[src/rtl/swo_uart_pkg.sv]
// Shared definitions for the SWO UART-mode receiver.
package swo_uart_pkg;

    localparam int unsigned DIV_W         = 16;
    localparam int unsigned DATA_W        = 8;
    localparam int unsigned MAX_DATA_BITS = 8;
    localparam int unsigned MAX_STOP_BITS = 2;

    typedef enum logic [2:0] {
        ST_IDLE  = 3'd0,
        ST_START = 3'd1,
        ST_DATA  = 3'd2,
        ST_STOP  = 3'd3,
        ST_BREAK = 3'd4
    } swo_state_e;

    // Data-bit count: 0 or anything above 8 means 8.
    function automatic logic [3:0] clamp_data_bits(input logic [3:0] cfg);
        return ((cfg == 4'd0) || (cfg > 4'(MAX_DATA_BITS))) ? 4'(MAX_DATA_BITS) : cfg;
    endfunction

    // Stop-bit count: 0/1 mean one stop bit, 2/3 mean two.
    function automatic logic [1:0] clamp_stop_bits(input logic [1:0] cfg);
        return (cfg >= 2'd2) ? 2'(MAX_STOP_BITS) : 2'd1;
    endfunction

endpackage

[src/rtl/swo_sync.sv]
// N-flop synchronizer for the asynchronous SWO pin; resets to the idle-high level.
module swo_sync #(
    parameter int unsigned pSTAGES = 2
) (
    input  logic trace_clk,
    input  logic reset_i,
    input  logic d,
    output logic q
);

    logic [pSTAGES-1:0] ff;

    // Shift the raw pin through the synchronizer chain.
    always_ff @(posedge trace_clk or posedge reset_i) begin
        if (reset_i) begin
            ff <= '1;
        end else begin
            ff <= {ff[pSTAGES-2:0], d};
        end
    end

    assign q = ff[pSTAGES-1];

endmodule

[src/rtl/swo_uart_rx.sv]
// SWO UART-mode receiver: oversamples the synchronized pin and deframes LSB-first characters.
module swo_uart_rx
    import swo_uart_pkg::*;
#(
    parameter int unsigned pSYNC_STAGES = 2
) (
    input  logic              trace_clk,
    input  logic              reset_i,
    input  logic              swo_i,
    input  logic              I_swo_enable,
    input  logic [DIV_W-1:0]  I_swo_bitrate_div,
    input  logic [1:0]        I_uart_stop_bits,
    input  logic [3:0]        I_uart_data_bits,
    output logic [DATA_W-1:0] O_data,
    output logic              O_data_valid,
    output logic              O_framing_error,
    output logic              O_false_start,
    output logic              O_busy
);

    logic              rx;
    swo_state_e        state;
    logic [DIV_W-1:0]  div_q;
    logic [DIV_W-1:0]  cnt;
    logic [DIV_W-1:0]  bit_cnt;
    logic [3:0]        n_q;
    logic [1:0]        s_q;
    logic [DATA_W-1:0] sr;
    logic [DIV_W-1:0]  half_m1;
    logic              bit_tick;

    swo_sync #(.pSTAGES(pSYNC_STAGES)) u_sync (
        .trace_clk (trace_clk),
        .reset_i   (reset_i),
        .d         (swo_i),
        .q         (rx)
    );

    // START is only entered when div>>1 is non-zero, so this never underflows in use.
    assign half_m1  = (div_q >> 1) - 16'd1;
    assign bit_tick = (cnt == div_q);

    // Frame FSM with counters, shift register and registered strobes.
    always_ff @(posedge trace_clk or posedge reset_i) begin
        if (reset_i) begin
            state           <= ST_IDLE;
            div_q           <= '0;
            cnt             <= '0;
            bit_cnt         <= '0;
            n_q             <= '0;
            s_q             <= '0;
            sr              <= '0;
            O_data          <= '0;
            O_data_valid    <= 1'b0;
            O_framing_error <= 1'b0;
            O_false_start   <= 1'b0;
            O_busy          <= 1'b0;
        end else begin
            O_data_valid    <= 1'b0;
            O_framing_error <= 1'b0;
            O_false_start   <= 1'b0;
            if (!I_swo_enable) begin
                state  <= ST_IDLE;
                O_busy <= 1'b0;
            end else begin
                case (state)
                    ST_IDLE: begin
                        if (!rx) begin
                            div_q   <= I_swo_bitrate_div;
                            n_q     <= clamp_data_bits(I_uart_data_bits);
                            s_q     <= clamp_stop_bits(I_uart_stop_bits);
                            bit_cnt <= '0;
                            cnt     <= '0;
                            O_busy  <= 1'b1;
                            // Zero mid-point offset: this detect sample is the start-bit check.
                            state   <= ((I_swo_bitrate_div >> 1) == 16'd0) ? ST_DATA : ST_START;
                        end
                    end
                    ST_START: begin
                        if (cnt == half_m1) begin
                            cnt <= '0;
                            if (rx) begin
                                O_false_start <= 1'b1;
                                O_busy        <= 1'b0;
                                state         <= ST_IDLE;
                            end else begin
                                state <= ST_DATA;
                            end
                        end else begin
                            cnt <= cnt + 16'd1;
                        end
                    end
                    ST_DATA: begin
                        if (bit_tick) begin
                            cnt <= '0;
                            sr  <= {rx, sr[DATA_W-1:1]};
                            if (bit_cnt == (16'(n_q) - 16'd1)) begin
                                bit_cnt <= '0;
                                state   <= ST_STOP;
                            end else begin
                                bit_cnt <= bit_cnt + 16'd1;
                            end
                        end else begin
                            cnt <= cnt + 16'd1;
                        end
                    end
                    ST_STOP: begin
                        if (bit_tick) begin
                            cnt <= '0;
                            if (!rx) begin
                                O_framing_error <= 1'b1;
                                state           <= ST_BREAK;
                            end else if (bit_cnt == (16'(s_q) - 16'd1)) begin
                                O_data       <= sr >> (4'd8 - n_q);
                                O_data_valid <= 1'b1;
                                O_busy       <= 1'b0;
                                state        <= ST_IDLE;
                            end else begin
                                bit_cnt <= bit_cnt + 16'd1;
                            end
                        end else begin
                            cnt <= cnt + 16'd1;
                        end
                    end
                    ST_BREAK: begin
                        // Hold off until the line releases so a stuck-low line is not reread.
                        if (rx) begin
                            O_busy <= 1'b0;
                            state  <= ST_IDLE;
                        end
                    end
                    default: begin
                        O_busy <= 1'b0;
                        state  <= ST_IDLE;
                    end
                endcase
            end
        end
    end

endmodule

[config.mk]
export PLATFORM = sky130hd
export DESIGN_NAME = swo_uart_rx
export DESIGN_NICKNAME = d
export VERILOG_FILES = /design/src/rtl/swo_uart_pkg.sv /design/src/rtl/swo_sync.sv /design/src/rtl/swo_uart_rx.sv
export SDC_FILE = /design/constraint.sdc
export NUM_CORES = 1
export LEC_CHECK = 0
export CELL_PAD_IN_SITES_DETAIL_PLACEMENT = 0
export CELL_PAD_IN_SITES_GLOBAL_PLACEMENT = 1
export CORE_ASPECT_RATIO = 1.2
export CORE_MARGIN = 1
export CORE_UTILIZATION = 49
export DETAILED_ROUTE_END_ITERATION = 6
export GPL_TIMING_DRIVEN = 0
export PLACE_DENSITY_LB_ADDON = 0.1
export SLEW_MARGIN = 20
export SYNTH_ARGS = -nofsm -noshare
export SYNTH_HDL_FRONTEND = slang
export SYNTH_SLANG_ARGS = --single-unit
[constraint.sdc]
create_clock -name trace_clk -period 8.1 [get_ports trace_clk]
set_input_delay 1.62 -clock trace_clk [delete_from_list [all_inputs] [get_ports trace_clk]]
set_output_delay 1.62 -clock trace_clk [all_outputs]
set_load 0.005 [all_outputs]
==> results of run 1 <==
-- placed cells by master, fill, tap and decap left out, types with 8 or more instances in the layout --
master and instances:
nor2_2 10, nor4_1 18, nor2_1 34, clkbuf_1 25
mux2i_1 9, nor2b_1 10, o31ai_1 10, mux2_2 22
dfrtp_1 77, clkbuf_16 9, o21ai_1 12, nor3_1 12
xnor2_1 13, and3_1 8, nand4_1 10, xor2_1 37
o21ai_0 29, nand3_1 28, a21oi_1 10, nand2_1 54
inv_1 15, clkdlybuf4s50_1 36, nand2b_1 10
-- power groups by stage --
stage          clock [uW]  combinational (uW)  sequential [uW]
2_1_floorplan           0                 581              528
3_3_place_gp            0                 716              554
3_5_place_dp            0                 732              557
4_1_cts               371                 737              551
5_1_grt               388                 828              562
6_report              366                 736              551
-- state kept, by name, indices dropped and copies added, names as in the netlist, 3 cells and up --
register / cells
O_data: 8
bit_cnt: 16
cnt: 16
div_q: 16
n_q: 4
sr: 8
state: 3
-- cells by family after synthesis --
family,after synthesis,share of synthesized area
adder cells (fa/ha/maj),6,0.0155
AND/OR/NAND/NOR,223,0.245
buffers and inverters,46,0.0398
AO/OA/AOI/OAI,94,0.131
XOR/XNOR,50,0.0905
flip-flops,79,0.409
multiplexers,31,0.0698
-- cells in the mapped netlist (8+ instances only) --
master and count:
dfrtp_1 77, nand2_1 54, xor2_1 37, nor2_1 34, o21ai_0 29, nand3_1 28, clkbuf_1 25, mux2_2 22
nor4_1 18, inv_1 16, xnor2_1 13, nor3_1 12, o21ai_1 12, a21oi_1 10, nand2b_1 10, nand4_1 10
nor2_2 10, nor2b_1 10, o31ai_1 10, mux2i_1 9, and3_1 8
-- area by class of cell --
type | count | area share
Tap cell | 123 | 0.0272
Sequential cell | 79 | 0.350
Inverter | 17 | 0.0117
Timing Repair Buffer | 37 | 0.0687
Buffer | 29 | 0.0228
Clock inverter | 6 | 0.00687
Clock buffer | 9 | 0.0399
Multi-Input combinational cell | 404 | 0.472
-- stage by stage --
stage           util  total power (uW)  hold WS [ns]
6_report       0.591              1650         0.356
5_1_grt        0.591              1780         0.363
4_1_cts        0.591              1660         0.356
3_5_place_dp   0.563              1290         0.348
3_3_place_gp   0.560              1270         0.348
2_1_floorplan      -              1110         0.345
-- metal layers --
layer,vias to the layer above,global-route usage
met5,-,0
met4,0,0.0985
met3,19,0.0370
li1,1981,-
met1,1964,0.294
met2,54,0.419
-- worst min path at each step --
| stage | slack, ns | cells after the start | endpoint | start |
|---|---|---|---|---|
| 2_1_floorplan | 0.35 | 0 | u_sync.ff[1] | u_sync.ff[0] |
| 3_3_place_gp | 0.35 | 0 | u_sync.ff[1] | u_sync.ff[0] |
| 3_5_place_dp | 0.35 | 0 | u_sync.ff[1] | u_sync.ff[0] |
| 4_1_cts | 0.36 | 0 | u_sync.ff[1] | u_sync.ff[0] |
| 5_1_grt | 0.36 | 0 | u_sync.ff[1] | u_sync.ff[0] |
| 6_report | 0.36 | 0 | u_sync.ff[1] | u_sync.ff[0] |
==> impl_metrics.toml, run 1 <==
[finish]
diodes = 0
fin_cells = 704
layout.nets = 609
fill_cells = 896
drive_gt1_frac = 0.114
final_area_um2 = 5650
syn2layout_area_growth_pct = 16.7
multi_input_comb_area_um2 = 2670
ff_latch_area_um2 = 1980

[setup_path]
r2r-start = "n_q[0]"
r2r_slack_ns = 4.23
r2r_end = "state[1]"
cp_num_buf_inv = 3
worstPathRequired_ns = 8.38
rr_worst_depth = 11
worstSetupEndpointType = "register"
cp_slowest_stage_delay_ns = 0.72
crit_arrival_ns = 4.15
cp_common_cell = "clkbuf_1"
cp_slowest_cell = "o41ai_2"
critical_path.max_fanout = 10
crit_start = "n_q[0]"
critPathCapture = "state[1]"
cp_cell_sequence = "clkbuf_1 -> clkinv_1 -> ha_1 -> clkbuf_1 -> xor2_1 -> nand3_1 -> o41ai_2 -> a221oi_1 -> o31a_1 -> a211oi_1 -> a22o_1"
startpoint_type = "register"
worst-path-stages = 11
path_class = "register to register"
crit_family = "compound AO/OA/AOI/OAI gates"

[timing]
timing.final.crit_period_ns = 3.87
worst_slack_ns = 4.23
finalSetupViolations = 0
slew-limit-headroom = 0.429
slew_viol_final = 0
fin_crit_sh = 0.478
rsz0062_at_grt = "false"
skew_ns = 0.00580
worst_pin_slew_ns = 0.849
clock.fmax_mhz = 258
hold_viol = 0
timing.setup.tns_ns = 0

[power]
p_leak_uw = 0.00237
power.share.clock = 0.222
pwr-share-seq = 0.333
internal_power_uw = 962
power_density_nw_per_um2 = 293
ir_drop_mv = 0.121
p_switching_uw = 691
power_frac_comb = 0.445
swShare = 0.418

[floorplanning]
core_um2 = 9560
fp.dieH_um = 111
dieArea_um2 = 10300
initial_core_util = 0.506
core.rowCount = 39
die_w_um = 92.7
io_pins = 38

[clock_tree]
cts_root_buf = "clkbuf_16"
numCtsBuffers = 9
cts.repair.resized = 0
hold_buffers = 0
cts_htree_levels = 3
cts.sink_count = 79
postCtsSetupBuffers = 0
clk_pin_slew_worst_paths_ns = 0.06
cts_tree = "yes"
cts_buffer_depth = 2
clkLatencyLatePin_ns = 0.34

[grt]
grt_start_max_net_pins = 46
grt_antenna_before_repair = 0
track_usage = 0.241
overflow = 0
grt_pass1_wl_um = 19500
grt_pass1_vias = 4013

[synth]
ys.flop_type = "dfrtp_1"
ys_seq_elements = 79
synth_cell_type_count = 64
synth_edf_count = 0
ys_seq_area_frac = 0.409
synth_nets = 561
mappedNetlistArea_um2 = 4840
yosysTopAreaCell = "dfrtp_1"
yosysTopAreaCellShare = 0.398
avgSynthCellArea_um2 = 9.15
synthCells = 529
yosys_warnings = 0
async_flop_share = 1.00
synth_area_leaders = "dfrtp_1 (40%), xor2_1 (6.7%), mux2_2 (5.1%)"

[detailed_routing]
avgRoutedWirePerCell_um = 16.3
routed-wl-met2_um = 6070
vias = 4018
wl_met3_um = 245
ant_nets = 0
drc = 0
maxUsedRoutingLayer = "met4"
drt_iter0_markers = 150
drt_wl_total_um = 11500
avgViaCountPerCell = 5.71
wl_met1_um = 4930
drtPass1Iterations = 4

[placed_design]
hpwlAfterDp_um = 8610
numPortBuffers = 36
dp_cells = 689
gp_congestion = 0.833
post-place-ws_ns = 4.01
dpl_cell_area_um2 = 5390

[min_path]
hold_path.class = "register to register"

[flow_run]
maxCapViolations = 0

[outcome]
outcome = "finished clean"
Note: power is estimated with default switching activity, not from simulation.
==> inputs of run 2 (changes only) <==
- CORE_UTILIZATION: 49 -> 45
- clock period: 8.1 -> 3.8 ns (I/O delays scaled with it)
==> run 2 against run 1 <==
Compared with the run above: first-iteration DRC count is 18% higher; critical path type unchanged; sequential power is 110% higher; wire length is 0.99% higher; clock skew hardly changed; critical path depth stayed put; largest cell class unchanged; non-clock buffer count is 1 higher; core utilization is 4.5 points lower; design area is 1.5% higher; largest power group unchanged; register-to-register slack worse by 4.0 ns; clock power grew to 2.5 times the previous value; highest routed layer unchanged.
==> impl_metrics.toml, run 2 (same netlist as run 1, synthesis figures left out) <==
[clock_tree]
hold_buffers = 0
cts_root_buf = "clkbuf_16"
cts_buffer_depth = 2
cts_tree = "yes"
cts.sink_count = 79
numCtsBuffers = 9
clkLatencyLatePin_ns = 0.34
clk_pin_slew_worst_paths_ns = 0.06
cts_htree_levels = 3

[grt]
grt_pass1_wl_um = 19300
track_usage = 0.216
grt_start_max_net_pins = 58
gr-max-usage-layer = "met2"
grt_antenna_before_repair = 0
globalRouteMet2Util = 0.400
grt_use_met3 = 0.0320
overflow = 0
grtUsageMet1 = 0.257
grt_pass1_vias = 3869

[power]
p_switching_uw = 1500
pwr-share-seq = 0.314
p_leak_uw = 0.00241
power_frac_comb = 0.439
internal_power_uw = 2220
finalPower_uw = 3710
power.share.clock = 0.246
power_density_nw_per_um2 = 648
ir_drop_mv = 0.281
swShare = 0.403

[placed_design]
post-place-ws_ns = -0.160
gp_congestion = 0.833
numPortBuffers = 36
hpwlAfterDp_um = 8650

[detailed_routing]
drt_iter0_markers = 177
avgRoutedWirePerCell_um = 16.3
ant_nets = 0
drc = 0
drtPass1Iterations = 4
avgViaCountPerCell = 5.58
drt_wl_total_um = 11600
vias = 3972

[setup_path]
cp_cell_sequence = "clkbuf_1 -> or4_4 -> or4_4 -> buf_6 -> o31ai_4 -> nand4_2 -> nor4_4 -> a31oi_2 -> a211oi_4 -> buf_6 -> nor2_2"
crit_family = "simple AND/OR/NAND/NOR gates"
cp_slowest_cell = "or4_4"
cp_slowest_stage_delay_ns = 0.49
crit_arrival_ns = 3.76
worstPathRequired_ns = 4.03
startpoint_type = "register"
critical_path.max_fanout = 10
path_class = "register to register"
cp_num_buf_inv = 3
worstSetupEndpointType = "register"
r2r_slack_ns = 0.27

[timing]
worst_pin_slew_ns = 1.07
timing.final.crit_period_ns = 3.53
fin_crit_sh = 0.929
rsz0062_at_grt = "false"
slew_viol_final = 0
skew_ns = 0.00598
worst_slack_ns = 0.268
timing.hold.ws_ns = 0.360
finalSetupViolations = 0
clock.fmax_mhz = 283
slew-limit-headroom = 0.277
hold_viol = 0

[finish]
layout_common_cells = "dfrtp_1 (77), nand2_1 (54), xor2_1 (37)"
drive_gt1_frac = 0.118
diodes = 0
biggestRegsByFlops = "bit_cnt x16, cnt x16, div_q x16"
fill_cells = 981
syn2layout_area_growth_pct = 18.5
layout.nets = 610
layout_commonest_cell = "dfrtp_1"

[floorplanning]
core.rowCount = 41
fp.dieH_um = 116
initial_core_util = 0.460
die_w_um = 96.7
dieArea_um2 = 11200
core_um2 = 10500
io_pins = 38

[flow_run]
maxCapViolations = 0

[min_path]
hold_path.class = "register to register"

[outcome]
outcome = "finished clean"
-- run 2: worst paths after layout --
path,from,depth (start not counted),endpoint
min reg2reg,u_sync.ff[0],0,u_sync.ff[1]
min in group asynchronous,reset_i,2,O_false_start
max reg2reg,div_q[4],11,cnt[6]
max in group asynchronous,reset_i,3,u_sync.ff[0]
max,div_q[4],11,cnt[6]
min,u_sync.ff[0],0,u_sync.ff[1]
-- run 2: cell type report --
class | instances | area (um2) | share of cell area
plain buffers | 28 | 126 | 0.0220
clock buffers | 11 | 233 | 0.0406
clock inverters | 5 | 82.6 | 0.0144
inverters | 17 | 66.3 | 0.0116
multi-input cells | 404 | 2680 | 0.468
flip-flops and latches | 79 | 1980 | 0.345
well taps | 129 | 161 | 0.0281
repair buffers | 39 | 403 | 0.0703
-- run 2: stage by stage --
step,cells,util,instance area (um2),TNS [ns]
6_report,712,0.545,5730,0
5_1_grt,712,0.545,5730,0
2_1_floorplan,529,-,4840,0
3_3_place_gp,694,0.510,5360,-26.84
4_1_cts,711,0.544,5720,0
3_5_place_dp,695,0.513,5390,-1.80
-- run 2: power by group through the flow --
stage | clock, uW | sequential, uW | combinational (uW)
finish | 916 | 1170 | 1630
global route | 970 | 1190 | 1830
CTS | 941 | 1170 | 1610
detailed placement | 0 | 1180 | 1580
global placement | 0 | 1180 | 1540
floorplan | 0 | 1130 | 1240
-- run 2: per-layer routing --
metal	wire length (um)	up-vias
met2	6180	41
met1	5020	1929
met4	194	0
met5	0	-
li1	-	1988
met3	195	14
-- run 2: repair_timing --
| action | in CTS | in global routing |
|---|---|---|
| buffers inserted | 0 | 2 |
| endpoints found under the setup margin | 15 | 18 |
| gates resized for setup | 1 | 3 |
| pin swaps | 0 | 1 |
